### src/rtl/alu_ctrl_pkg.sv
// Shared constants for the ALU control sequencer: ALU select codes,
// R-type funct codes and the sequencer state encoding.
package alu_ctrl_pkg;

  // ALU select codes
  localparam logic [2:0] GOUT_AND  = 3'b000;
  localparam logic [2:0] GOUT_OR   = 3'b001;
  localparam logic [2:0] GOUT_ADD  = 3'b010;
  localparam logic [2:0] GOUT_SLL  = 3'b011;
  localparam logic [2:0] GOUT_NORI = 3'b100;
  localparam logic [2:0] GOUT_SUB  = 3'b110;
  localparam logic [2:0] GOUT_SLT  = 3'b111;

  // main-control aluop codes
  localparam logic [1:0] ALUOP_ADD  = 2'b00;
  localparam logic [1:0] ALUOP_SUB  = 2'b01;
  localparam logic [1:0] ALUOP_RTYP = 2'b10;
  localparam logic [1:0] ALUOP_NORI = 2'b11;

  // full-width R-type funct codes; legacy 4-bit mode uses the low nibble
  localparam logic [5:0] F_ADD   = 6'b100000;
  localparam logic [5:0] F_SUB   = 6'b100010;
  localparam logic [5:0] F_AND   = 6'b100100;
  localparam logic [5:0] F_OR    = 6'b100101;
  localparam logic [5:0] F_SLT   = 6'b101010;
  localparam logic [5:0] F_SLL   = 6'b000000;
  localparam logic [5:0] F_BALRZ = 6'b010110;

  // sequencer states
  localparam logic [1:0] ST_EMPTY = 2'd0;
  localparam logic [1:0] ST_FIRST = 2'd1;
  localparam logic [1:0] ST_HOLD  = 2'd2;

endpackage

### src/rtl/alu_ctrl_seq_if.sv
// Handshake bus between decode/control (master) and the ALU control
// sequencer (slave).
interface alu_ctrl_seq_if #(
  parameter int FW = 6,
  parameter int CW = 8
);
  logic          in_valid;
  logic          in_ready;
  logic [1:0]    aluop;
  logic [FW-1:0] funct;
  logic          out_valid;
  logic          out_ready;
  logic [2:0]    gout;
  logic          balrz_link;
  logic          balrz_branch;
  logic          last;
  logic          illegal;
  logic [CW-1:0] illegal_cnt;

  modport master (
    output in_valid, aluop, funct, out_ready,
    input  in_ready, out_valid, gout, balrz_link, balrz_branch, last,
           illegal, illegal_cnt
  );

  modport slave (
    input  in_valid, aluop, funct, out_ready,
    output in_ready, out_valid, gout, balrz_link, balrz_branch, last,
           illegal, illegal_cnt
  );
endinterface

### src/rtl/alu_ctrl_dec.sv
// Combinational decode of (aluop, funct) into an ALU select, a balrz
// marker and an illegal-funct flag. Only the low FW bits of each funct
// code are compared, so FW=4 gives the legacy nibble table.
module alu_ctrl_dec
  import alu_ctrl_pkg::*;
#(
  parameter int         FW           = 6,
  parameter logic [5:0] BALRZ_FUNCT  = F_BALRZ,
  parameter logic [2:0] ILLEGAL_GOUT = GOUT_ADD
) (
  input  logic [1:0]    aluop,
  input  logic [FW-1:0] funct,
  output logic [2:0]    gout,
  output logic          is_balrz,
  output logic          illegal
);

  localparam logic [FW-1:0] C_ADD   = FW'(F_ADD);
  localparam logic [FW-1:0] C_SUB   = FW'(F_SUB);
  localparam logic [FW-1:0] C_AND   = FW'(F_AND);
  localparam logic [FW-1:0] C_OR    = FW'(F_OR);
  localparam logic [FW-1:0] C_SLT   = FW'(F_SLT);
  localparam logic [FW-1:0] C_SLL   = FW'(F_SLL);
  localparam logic [FW-1:0] C_BALRZ = FW'(BALRZ_FUNCT);

  // priority chain: in legacy mode sll aliases add and add wins
  always_comb begin
    gout     = GOUT_ADD;
    is_balrz = 1'b0;
    illegal  = 1'b0;
    case (aluop)
      ALUOP_ADD:  gout = GOUT_ADD;
      ALUOP_SUB:  gout = GOUT_SUB;
      ALUOP_NORI: gout = GOUT_NORI;
      default: begin
        if      (funct == C_ADD)   gout = GOUT_ADD;
        else if (funct == C_SUB)   gout = GOUT_SUB;
        else if (funct == C_AND)   gout = GOUT_AND;
        else if (funct == C_OR)    gout = GOUT_OR;
        else if (funct == C_SLT)   gout = GOUT_SLT;
        else if (funct == C_SLL)   gout = GOUT_SLL;
        else if (funct == C_BALRZ) begin
          gout     = GOUT_ADD;
          is_balrz = 1'b1;
        end else begin
          gout    = ILLEGAL_GOUT;
          illegal = 1'b1;
        end
      end
    endcase
  end

endmodule

### src/rtl/alu_ctrl_seq.sv
// Registered, handshaked ALU control unit. One output register holds the
// current beat; balrz expands into a link beat followed by a zero-test
// branch beat. Illegal R-type functs are flagged and counted.
module alu_ctrl_seq
  import alu_ctrl_pkg::*;
#(
  parameter int         FW           = 6,
  parameter logic [5:0] BALRZ_FUNCT  = F_BALRZ,
  parameter logic [2:0] ILLEGAL_GOUT = GOUT_ADD,
  parameter int         CW           = 8
) (
  input  logic         clk,
  input  logic         reset,
  alu_ctrl_seq_if.slave bus
);

  logic [1:0]    state;
  logic [2:0]    gout_q;
  logic          link_q, branch_q, last_q, illegal_q;
  logic [CW-1:0] cnt_q;

  logic [2:0] dec_gout;
  logic       dec_balrz, dec_illegal;
  logic       accept, consume;

  alu_ctrl_dec #(
    .FW           (FW),
    .BALRZ_FUNCT  (BALRZ_FUNCT),
    .ILLEGAL_GOUT (ILLEGAL_GOUT)
  ) u_dec (
    .aluop    (bus.aluop),
    .funct    (bus.funct),
    .gout     (dec_gout),
    .is_balrz (dec_balrz),
    .illegal  (dec_illegal)
  );

  // ready when empty, or when the held final beat leaves this cycle
  always_comb begin
    bus.in_ready = (state == ST_EMPTY) || ((state == ST_HOLD) && bus.out_ready);
  end

  assign bus.out_valid    = (state != ST_EMPTY);
  assign accept           = bus.in_valid && bus.in_ready;
  assign consume          = bus.out_valid && bus.out_ready;
  assign bus.gout         = gout_q;
  assign bus.balrz_link   = link_q;
  assign bus.balrz_branch = branch_q;
  assign bus.last         = last_q;
  assign bus.illegal      = illegal_q;
  assign bus.illegal_cnt  = cnt_q;

  // sequencer FSM and output beat register
  always_ff @(posedge clk or posedge reset) begin
    if (reset) begin
      state     <= ST_EMPTY;
      gout_q    <= GOUT_ADD;
      link_q    <= 1'b0;
      branch_q  <= 1'b0;
      last_q    <= 1'b0;
      illegal_q <= 1'b0;
    end else if (state == ST_FIRST) begin
      // second balrz micro-op once the link beat is taken
      if (consume) begin
        state    <= ST_HOLD;
        gout_q   <= GOUT_SUB;
        link_q   <= 1'b0;
        branch_q <= 1'b1;
        last_q   <= 1'b1;
      end
    end else if (accept) begin
      gout_q    <= dec_gout;
      branch_q  <= 1'b0;
      illegal_q <= dec_illegal;
      if (dec_balrz) begin
        state  <= ST_FIRST;
        link_q <= 1'b1;
        last_q <= 1'b0;
      end else begin
        state  <= ST_HOLD;
        link_q <= 1'b0;
        last_q <= 1'b1;
      end
    end else if (consume) begin
      state     <= ST_EMPTY;
      link_q    <= 1'b0;
      branch_q  <= 1'b0;
      last_q    <= 1'b0;
      illegal_q <= 1'b0;
    end
  end

  // saturating count of accepted illegal instructions
  always_ff @(posedge clk or posedge reset) begin
    if (reset)
      cnt_q <= '0;
    else if (accept && dec_illegal && (cnt_q != {CW{1'b1}}))
      cnt_q <= cnt_q + 1'b1;
  end

endmodule

### src/flat_wrapper.sv
// flat-port wrapper written by rule: the top's interface ports become plain ports
module alu_ctrl_seq_flat import alu_ctrl_pkg::*;
#(
  parameter int         FW           = 6,
  parameter logic [5:0] BALRZ_FUNCT  = F_BALRZ,
  parameter logic [2:0] ILLEGAL_GOUT = GOUT_ADD,
  parameter int         CW           = 8
)
  (clk, reset, bus_in_valid, bus_aluop, bus_funct, bus_out_ready, bus_in_ready, bus_out_valid, bus_gout, bus_balrz_link, bus_balrz_branch, bus_last, bus_illegal, bus_illegal_cnt);
  alu_ctrl_seq_if #(.FW(FW), .CW(CW)) bus_i ();
  input  logic clk;
  input  logic reset;
  input wire logic [$bits(bus_i.in_valid)-1:0] bus_in_valid;
  input wire logic [$bits(bus_i.aluop)-1:0] bus_aluop;
  input wire logic [$bits(bus_i.funct)-1:0] bus_funct;
  input wire logic [$bits(bus_i.out_ready)-1:0] bus_out_ready;
  output wire logic [$bits(bus_i.in_ready)-1:0] bus_in_ready;
  output wire logic [$bits(bus_i.out_valid)-1:0] bus_out_valid;
  output wire logic [$bits(bus_i.gout)-1:0] bus_gout;
  output wire logic [$bits(bus_i.balrz_link)-1:0] bus_balrz_link;
  output wire logic [$bits(bus_i.balrz_branch)-1:0] bus_balrz_branch;
  output wire logic [$bits(bus_i.last)-1:0] bus_last;
  output wire logic [$bits(bus_i.illegal)-1:0] bus_illegal;
  output wire logic [$bits(bus_i.illegal_cnt)-1:0] bus_illegal_cnt;
  assign bus_i.in_valid = bus_in_valid;
  assign bus_i.aluop = bus_aluop;
  assign bus_i.funct = bus_funct;
  assign bus_i.out_ready = bus_out_ready;
  assign bus_in_ready = bus_i.in_ready;
  assign bus_out_valid = bus_i.out_valid;
  assign bus_gout = bus_i.gout;
  assign bus_balrz_link = bus_i.balrz_link;
  assign bus_balrz_branch = bus_i.balrz_branch;
  assign bus_last = bus_i.last;
  assign bus_illegal = bus_i.illegal;
  assign bus_illegal_cnt = bus_i.illegal_cnt;
  alu_ctrl_seq #(.FW(FW), .BALRZ_FUNCT(BALRZ_FUNCT), .ILLEGAL_GOUT(ILLEGAL_GOUT), .CW(CW)) u_core (.clk(clk), .reset(reset), .bus(bus_i));
endmodule
### config.mk
export PLATFORM = sky130hd
export DESIGN_NAME = alu_ctrl_seq_flat
export DESIGN_NICKNAME = d
export VERILOG_FILES = /design/src/rtl/alu_ctrl_pkg.sv /design/src/rtl/alu_ctrl_seq_if.sv /design/src/rtl/alu_ctrl_dec.sv /design/src/rtl/alu_ctrl_seq.sv /design/src/flat_wrapper.sv
export SDC_FILE = /design/constraint.sdc
export NUM_CORES = 1
export LEC_CHECK = 0
export CAP_MARGIN = 5
export CORE_MARGIN = 4
export CORE_UTILIZATION = 47
export CTS_BUF_LIST = sky130_fd_sc_hd__clkbuf_4
export DETAILED_ROUTE_END_ITERATION = 7
export GPL_ROUTABILITY_DRIVEN = 1
export PLACE_DENSITY = 0.8
export SLEW_MARGIN = 20
export SYNTH_ARGS = -nofsm -noshare
export SYNTH_HDL_FRONTEND = slang
export SYNTH_SLANG_ARGS = --single-unit
### constraint.sdc
create_clock -name clk -period 2.1 [get_ports clk]
set_input_delay 0.42 -clock clk [delete_from_list [all_inputs] [get_ports clk]]
set_output_delay 0.42 -clock clk [all_outputs]
set_load 0.005 [all_outputs]
# [After elaboration in Yosys (flattened, before gate mapping)]
# Index checks and enable logic that the tools add are counted.
[op_classes] reduce_logical=16 n_mux=43 n_addsub=1 div=0 bitwise_logic=1 n_eq_ne=12 n_shift=0 multipliers=0 magnitude_cmp=0
[ops] operator="== test 6 bit (second input constant)" count=5
[ops] operator="2-to-1 mux 1 bit" count=29
[ops] operator="2-to-1 mux 3 bit" count=8
[ops] operator="2-to-1 mux 2 bit" count=5
[ops] operator="case mux 3 bit (3 select lines)" count=1
[ops] operator="adder 8 x 1 -> 8 bit (second input constant)" count=1
[ops] operator="!= test 8 bit (second input constant)" count=1
[ops] operator="== test 6 x 5 -> 1 bit (second input constant)" count=1
[ops] operator="logical NOT 6 bit" count=1
[ops] operator="AND reduction 2 bit" count=3
[ops] operator="nonzero test 2 bit" count=3
[ops] operator="logical AND 1 bit" count=5
[ops] operator="== test 2 x 1 -> 1 bit (second input constant)" count=2
[ops] operator="== test 2 bit (second input constant)" count=2
[ops] operator="logical NOT 2 bit" count=2
[ops] operator="OR reduction 3 bit" count=1
[ops] operator="!= test 2 x 1 -> 1 bit (second input constant)" count=1
[ops] operator="logical OR 1 bit" count=1
[ops] operator="NOT 1 bit" count=1
[totals] wordCells=80 regBits=17 n_memories=0 latchBits=0 ram_bits=0 in_bits=12 romBits=0

# [Logic depth before layout (Yosys ltp)]
[depth] word_depth=12 mapped_depth=5 ltp_nobuf=5

# [Cells and area by module]
# From an unflattened synthesis, not the netlist that was laid out.
[unflattened] cells_unflattened=102 hier_area_um2=1002.2
[modules_own_cells] module="alu_ctrl_seq" seq_area_each_um2=401.6 cells_per_inst=83 area_per_inst_um2=863.3 instances=1
[modules_own_cells] module="alu_ctrl_dec" seq_area_each_um2=0.0 cells_per_inst=19 area_per_inst_um2=138.9 instances=1

# [Worst setup path after synthesis]
# Ideal clock, no wire load.
[synth_path] kind="reg2reg" start="register u_core.state[1]" end="register u_core.cnt_q[1] (netlist: u_core.bus.illegal_cnt[1])" t_required_ns=1.975 path_stages_with_launch=6 slack_ns=0.152 t_arrival_ns=1.823 n_path_buf=1 synth_period_minus_slack_ns=1.948 path_cell_list="dfrtp_1 -> nor2b_1 -> or3b_1 -> buf_6 -> a2111o_1 -> mux2_4"
[synth_via] elab_chain_len=6
[synth_lines] element="start: declaration" line_no="alu_ctrl_seq.sv:17" source="logic [1:0] state;"
[synth_lines] element="start signal: assignment" line_no="alu_ctrl_seq.sv:56" source="state <= ST_EMPTY;"
[synth_lines] element="start signal: assignment" line_no="alu_ctrl_seq.sv:65" source="state <= ST_HOLD;"
[synth_lines] element="start signal: assignment" line_no="alu_ctrl_seq.sv:76" source="state <= ST_FIRST;"
[synth_lines] element="== test 2 bit" line_no="alu_ctrl_seq.sv:40" source="bus.in_ready = (state == ST_EMPTY) || ((state == ST_HOLD) && bus.out_ready);"
[synth_lines] element="logical AND 1 bit" line_no="alu_ctrl_seq.sv:40"
[synth_lines] element="logical OR 1 bit *" line_no="alu_ctrl_seq.sv:40"
[synth_lines] element="logical AND 1 bit *" line_no="alu_ctrl_seq.sv:44" source="assign accept = bus.in_valid && bus.in_ready;"
[synth_lines] element="logical AND 1 bit * (2 in series)" line_no="alu_ctrl_seq.sv:97" source="else if (accept && dec_illegal && (cnt_q != {CW{1'b1}}))"
[synth_lines] element="end signal: assignment" line_no="alu_ctrl_seq.sv:98" source="cnt_q <= cnt_q + 1'b1;"
[synth_lines] element="end: declaration" line_no="alu_ctrl_seq.sv:20" source="logic [CW-1:0] cnt_q;"
# Mark *: on every way between the ends. The rest lies on a longest branch, timed or not.
# A chain may end at the register's enable or synchronous reset.

# [Worst setup path in the final report]
[layout_path] start="input port bus_funct[1]" end="register u_core.cnt_q[4] (netlist: u_core.bus.illegal_cnt[4])"
[layout_via] elab_chain_len=11
[layout_lines] element="start: declaration" line_no="flat_wrapper.sv:15" source="input wire logic [$bits(bus_i.funct)-1:0] bus_funct;"
[layout_lines] element="== test 6 x 5 -> 1 bit" line_no="alu_ctrl_dec.sv:42" source="else if (funct == C_BALRZ) begin"
[layout_lines] element="2-to-1 mux 1 bit" line_no="alu_ctrl_dec.sv:42"
[layout_lines] element="2-to-1 mux 1 bit" line_no="alu_ctrl_dec.sv:41" source="else if (funct == C_SLL) gout = GOUT_SLL;"
[layout_lines] element="2-to-1 mux 1 bit" line_no="alu_ctrl_dec.sv:40" source="else if (funct == C_SLT) gout = GOUT_SLT;"
[layout_lines] element="2-to-1 mux 1 bit" line_no="alu_ctrl_dec.sv:39" source="else if (funct == C_OR) gout = GOUT_OR;"
[layout_lines] element="2-to-1 mux 1 bit" line_no="alu_ctrl_dec.sv:38" source="else if (funct == C_AND) gout = GOUT_AND;"
[layout_lines] element="2-to-1 mux 1 bit" line_no="alu_ctrl_dec.sv:37" source="else if (funct == C_SUB) gout = GOUT_SUB;"
[layout_lines] element="2-to-1 mux 1 bit *" line_no="alu_ctrl_dec.sv:36" source="if (funct == C_ADD) gout = GOUT_ADD;"
[layout_lines] element="2-to-1 mux 1 bit *" line_no="alu_ctrl_dec.sv:31" source="case (aluop)"
[layout_lines] element="logical AND 1 bit * (2 in series)" line_no="alu_ctrl_seq.sv:97"
# Marks and branches as above.

==> metrics.log <==
INFO  metric ys_seq_area_frac = 0.4257
INFO  metric placeableCoreArea = 1821 um^2
INFO  metric drv_cap = 0
INFO  metric number_of_global_route_vias_before_repair = 937
INFO  metric grt_pass1_wl = 4.236 mm
INFO  metric run_status = complete, no violations
INFO  metric timing_max_transition_violations_final = 0
INFO  metric groute.usage.overall = 0.2067
INFO  metric total_clock_buffers_created_by_cts = 3
INFO  metric worst_path_max_delay_cell = sky130_fd_sc_hd__or4_1
INFO  metric overflow = 0
INFO  metric clock-root-buffer = sky130_fd_sc_hd__clkbuf_4
INFO  metric power.static_leakage = 0.5998 nW
INFO  metric num_io_pins = 29
INFO  metric post-layout-total-power = 0.0009169 W
INFO  metric dominantRegCellSynth = sky130_fd_sc_hd__dfrtp_1
INFO  metric tightestPinTransition = 0.6206 ns
INFO  metric die_width = 52.80 um
INFO  metric finalCritPeriodShare = 0.9824
INFO  metric port-buffer-count = 28
INFO  metric layout-drive-gt1-share = 0.2381
INFO  metric synth-async-reset-ratio = 1.000
INFO  metric post_cts_hold_buffer_count = 0
INFO  metric antenna_found_initial = 0
INFO  metric firstDrtPassIters = 4
INFO  metric hold_class = in -> async
INFO  metric timing.critical_path.cells = clkdlybuf4s50_1, or4_1, a31oi_2, buf_4, nor4_1, mux2_1
INFO  metric worstSetupStartpointType = primary input
INFO  metric dr.first_iter.drc_count = 28
INFO  metric cp_top_family = simple AND/OR/NAND/NOR gates
INFO  metric yosys-top-cells-count = sky130_fd_sc_hd__dfrtp_1, sky130_fd_sc_hd__nand2_1, sky130_fd_sc_hd__inv_1, sky130_fd_sc_hd__o21ai_0
INFO  metric synth_area = 943.4 um^2
INFO  metric place_worst_setup_slack = -0.3105 ns
INFO  metric final.min_clock_period = 2.063 ns
INFO  metric yosysWarnings = 0
INFO  metric wl_per_cell = 14.51 um
INFO  metric grt_start_max_net_pins = 17
INFO  metric die_y = 52.80 um
INFO  metric synthToLayoutAreaGrowth = 52.52%
INFO  metric finalSetupViolCount = 0
INFO  metric final.setup_skew = 0.008533 ns
INFO  metric worstSetupPathType = in -> reg
INFO  metric crit_path_required_time = 2.28 ns
INFO  metric floorplan.die_area = 2788 um^2
INFO  metric antenna_left = 0
INFO  metric clock.fmax = 484.7 MHz
INFO  metric post-route-worst-setup-slack = 0.03693 ns
INFO  metric clock_buffer_depth = 2
INFO  metric route.final.wire_length = 2.495 mm
INFO  metric ys_ff_latch = 16
INFO  metric post-synth-top-area-fraction = 0.3979
INFO  metric timing.critical_path.buf_inv = 2
INFO  metric synthesis.area_per_instance = 9.726 um^2
INFO  metric num_antenna_cells = 0
INFO  metric syn_inst = 97
INFO  metric viasPerCell = 5.558
INFO  metric synth.distinct_cells = 39
INFO  metric clock_sink_count = 16
INFO  metric critical_path.endpoint_type = flip-flop
INFO  metric timing.slew.headroom = 0.5858
INFO  metric cp.arrival = 2.24 ns
INFO  metric std_cell_rows = 15
INFO  metric drc = 0
INFO  metric layout.nets = 161
INFO  metric h-tree-depth = 1
INFO  metric largest_area_contributor_in_the_netlist = sky130_fd_sc_hd__dfrtp_1
INFO  metric post-synth-top-count-cell = sky130_fd_sc_hd__dfrtp_1
INFO  metric cts_tree = done
INFO  metric clk_pin_slew_worst_paths = 0.10 ns
INFO  metric ir_drop = 0.0006650 V
INFO  metric final-hold-violation-count = 0
INFO  metric routed-via-count = 956
INFO  metric p_per_area = 637.2 nW/um^2
INFO  metric floorplan.initialDensity = 0.5182
INFO  metric clk-insertion-delay-late = 0.28 ns
INFO  metric gp_routability_congestion = 0.8761
INFO  metric synth_top_cells_by_area = sky130_fd_sc_hd__dfrtp_1, sky130_fd_sc_hd__mux2_1, sky130_fd_sc_hd__nand2_1, sky130_fd_sc_hd__nor4_1, sky130_fd_sc_hd__o21ai_0
INFO  metric synth-edff-count = 0
INFO  metric worst_path_largest_cell_delay = 0.57 ns
INFO  metric dpl.hpwl = 1.963 mm
INFO  metric critical_path.max_fanout = 6
INFO  metric postSynthNetCount = 110
logic make-up after synthesis:
kind of cell             Yosys count  synth area share
flip-flops                        16            0.4257
AO/OA/AOI/OAI                     18            0.1326
multiplexers                       6           0.07559
adder cells (fa/ha/maj)            1           0.01326
AND/OR/NAND/NOR                   47            0.2984
XOR/XNOR                           2           0.01857
buffers and inverters              7           0.03581
state kept, by name, summed over array words and instances, names as in the netlist:
register,count
u_core.bus.illegal_cnt,8
u_core.bus.gout,3
u_core.state,2
u_core.bus.balrz_branch,1
u_core.bus.balrz_link,1
u_core.bus.illegal,1
timing repair:
action                     CTS  global route
hold endpoints to repair     0             0
setup endpoints to repair    2             5
setup buffers                0             0
resized for setup            2             4
layout make-up:
class	count	area, um^2
multi-input cells	74	531.8
clock buffers	4	30.03
inverters	6	22.52
flip-flops and latches	16	401.6
well taps	25	31.28
fillers	127	381.6
repair buffers	47	421.7
per-layer routing:
metal,vias up,global-route usage,part of all wire
met5,-,0,0
met4,0,0.08085,0.020
met3,6,0.03134,0.053
met2,35,0.3698,0.51
met1,449,0.2438,0.41
li1,466,-,-
stage by stage:
step | hold WS (ns) | std cells | utilization | area (um^2) | TNS [ns]
6_report | 0.5078 | 172 | 0.7904 | 1439 | 0
5_1_grt | 0.5441 | 172 | 0.7904 | 1439 | -0.01949
4_1_cts | 0.5187 | 172 | 0.7787 | 1418 | 0
3_5_place_dp | 0.4972 | 168 | 0.7615 | 1386 | -2.202
3_3_place_gp | 0.4973 | 168 | 0.7615 | 1386 | -1.795
2_1_floorplan | 0.3330 | 97 | - | 943.4 | 0
worst paths after layout:
path | from | to | slack [ns] | cells after the start
hold reg to reg | u_core.bus.gout[2] | u_core.bus.gout[2] | 0.51 | 1
min in group clk | u_core.bus.gout[2] | u_core.bus.gout[2] | 0.51 | 1
max in group asynchronous | reset | u_core.bus.gout[2] | 1.18 | 2
setup reg to reg | u_core.state[0] | u_core.bus.illegal_cnt[6] | 0.21 | 5
setup / recovery | bus_funct[1] | u_core.bus.illegal_cnt[4] | 0.04 | 6
hold / removal | reset | u_core.bus.illegal_cnt[3] | 0.51 | 2
power by group:
part	internal (W)	leakage (nW)	switching (W)
combinational	0.000198	0.375	0.000114
sequential	0.000359	0.207	0.0000626
clock	0.0000866	0.0184	0.0000972
cells in the final DEF (no fill, tap or decap), types with 2 or more instances in the layout:
| cell | Yosys | final |
|---|---|---|
| sky130_fd_sc_hd__clkdlybuf4s50_1 | 0 | 27 |
| sky130_fd_sc_hd__buf_4 | 0 | 19 |
| sky130_fd_sc_hd__dfrtp_1 | 15 | 15 |
| sky130_fd_sc_hd__nand2_1 | 9 | 9 |
| sky130_fd_sc_hd__inv_1 | 6 | 6 |
| sky130_fd_sc_hd__o21ai_0 | 6 | 6 |
| sky130_fd_sc_hd__nand3_1 | 5 | 5 |
| sky130_fd_sc_hd__mux2_1 | 4 | 4 |
| sky130_fd_sc_hd__nor2_1 | 4 | 4 |
| sky130_fd_sc_hd__clkbuf_4 | 0 | 4 |
| sky130_fd_sc_hd__nand2b_1 | 3 | 3 |
| sky130_fd_sc_hd__nor4_2 | 0 | 3 |
| sky130_fd_sc_hd__nand4_1 | 3 | 3 |
| sky130_fd_sc_hd__or4bb_1 | 2 | 2 |
| sky130_fd_sc_hd__nor4_1 | 5 | 2 |
| sky130_fd_sc_hd__nor3b_1 | 2 | 2 |
| sky130_fd_sc_hd__a31oi_1 | 2 | 2 |
| sky130_fd_sc_hd__or2_2 | 2 | 2 |
| sky130_fd_sc_hd__o22a_1 | 2 | 2 |
| sky130_fd_sc_hd__a21oi_1 | 2 | 2 |
| sky130_fd_sc_hd__or3_1 | 2 | 2 |
(Power assumes the default switching activity.)
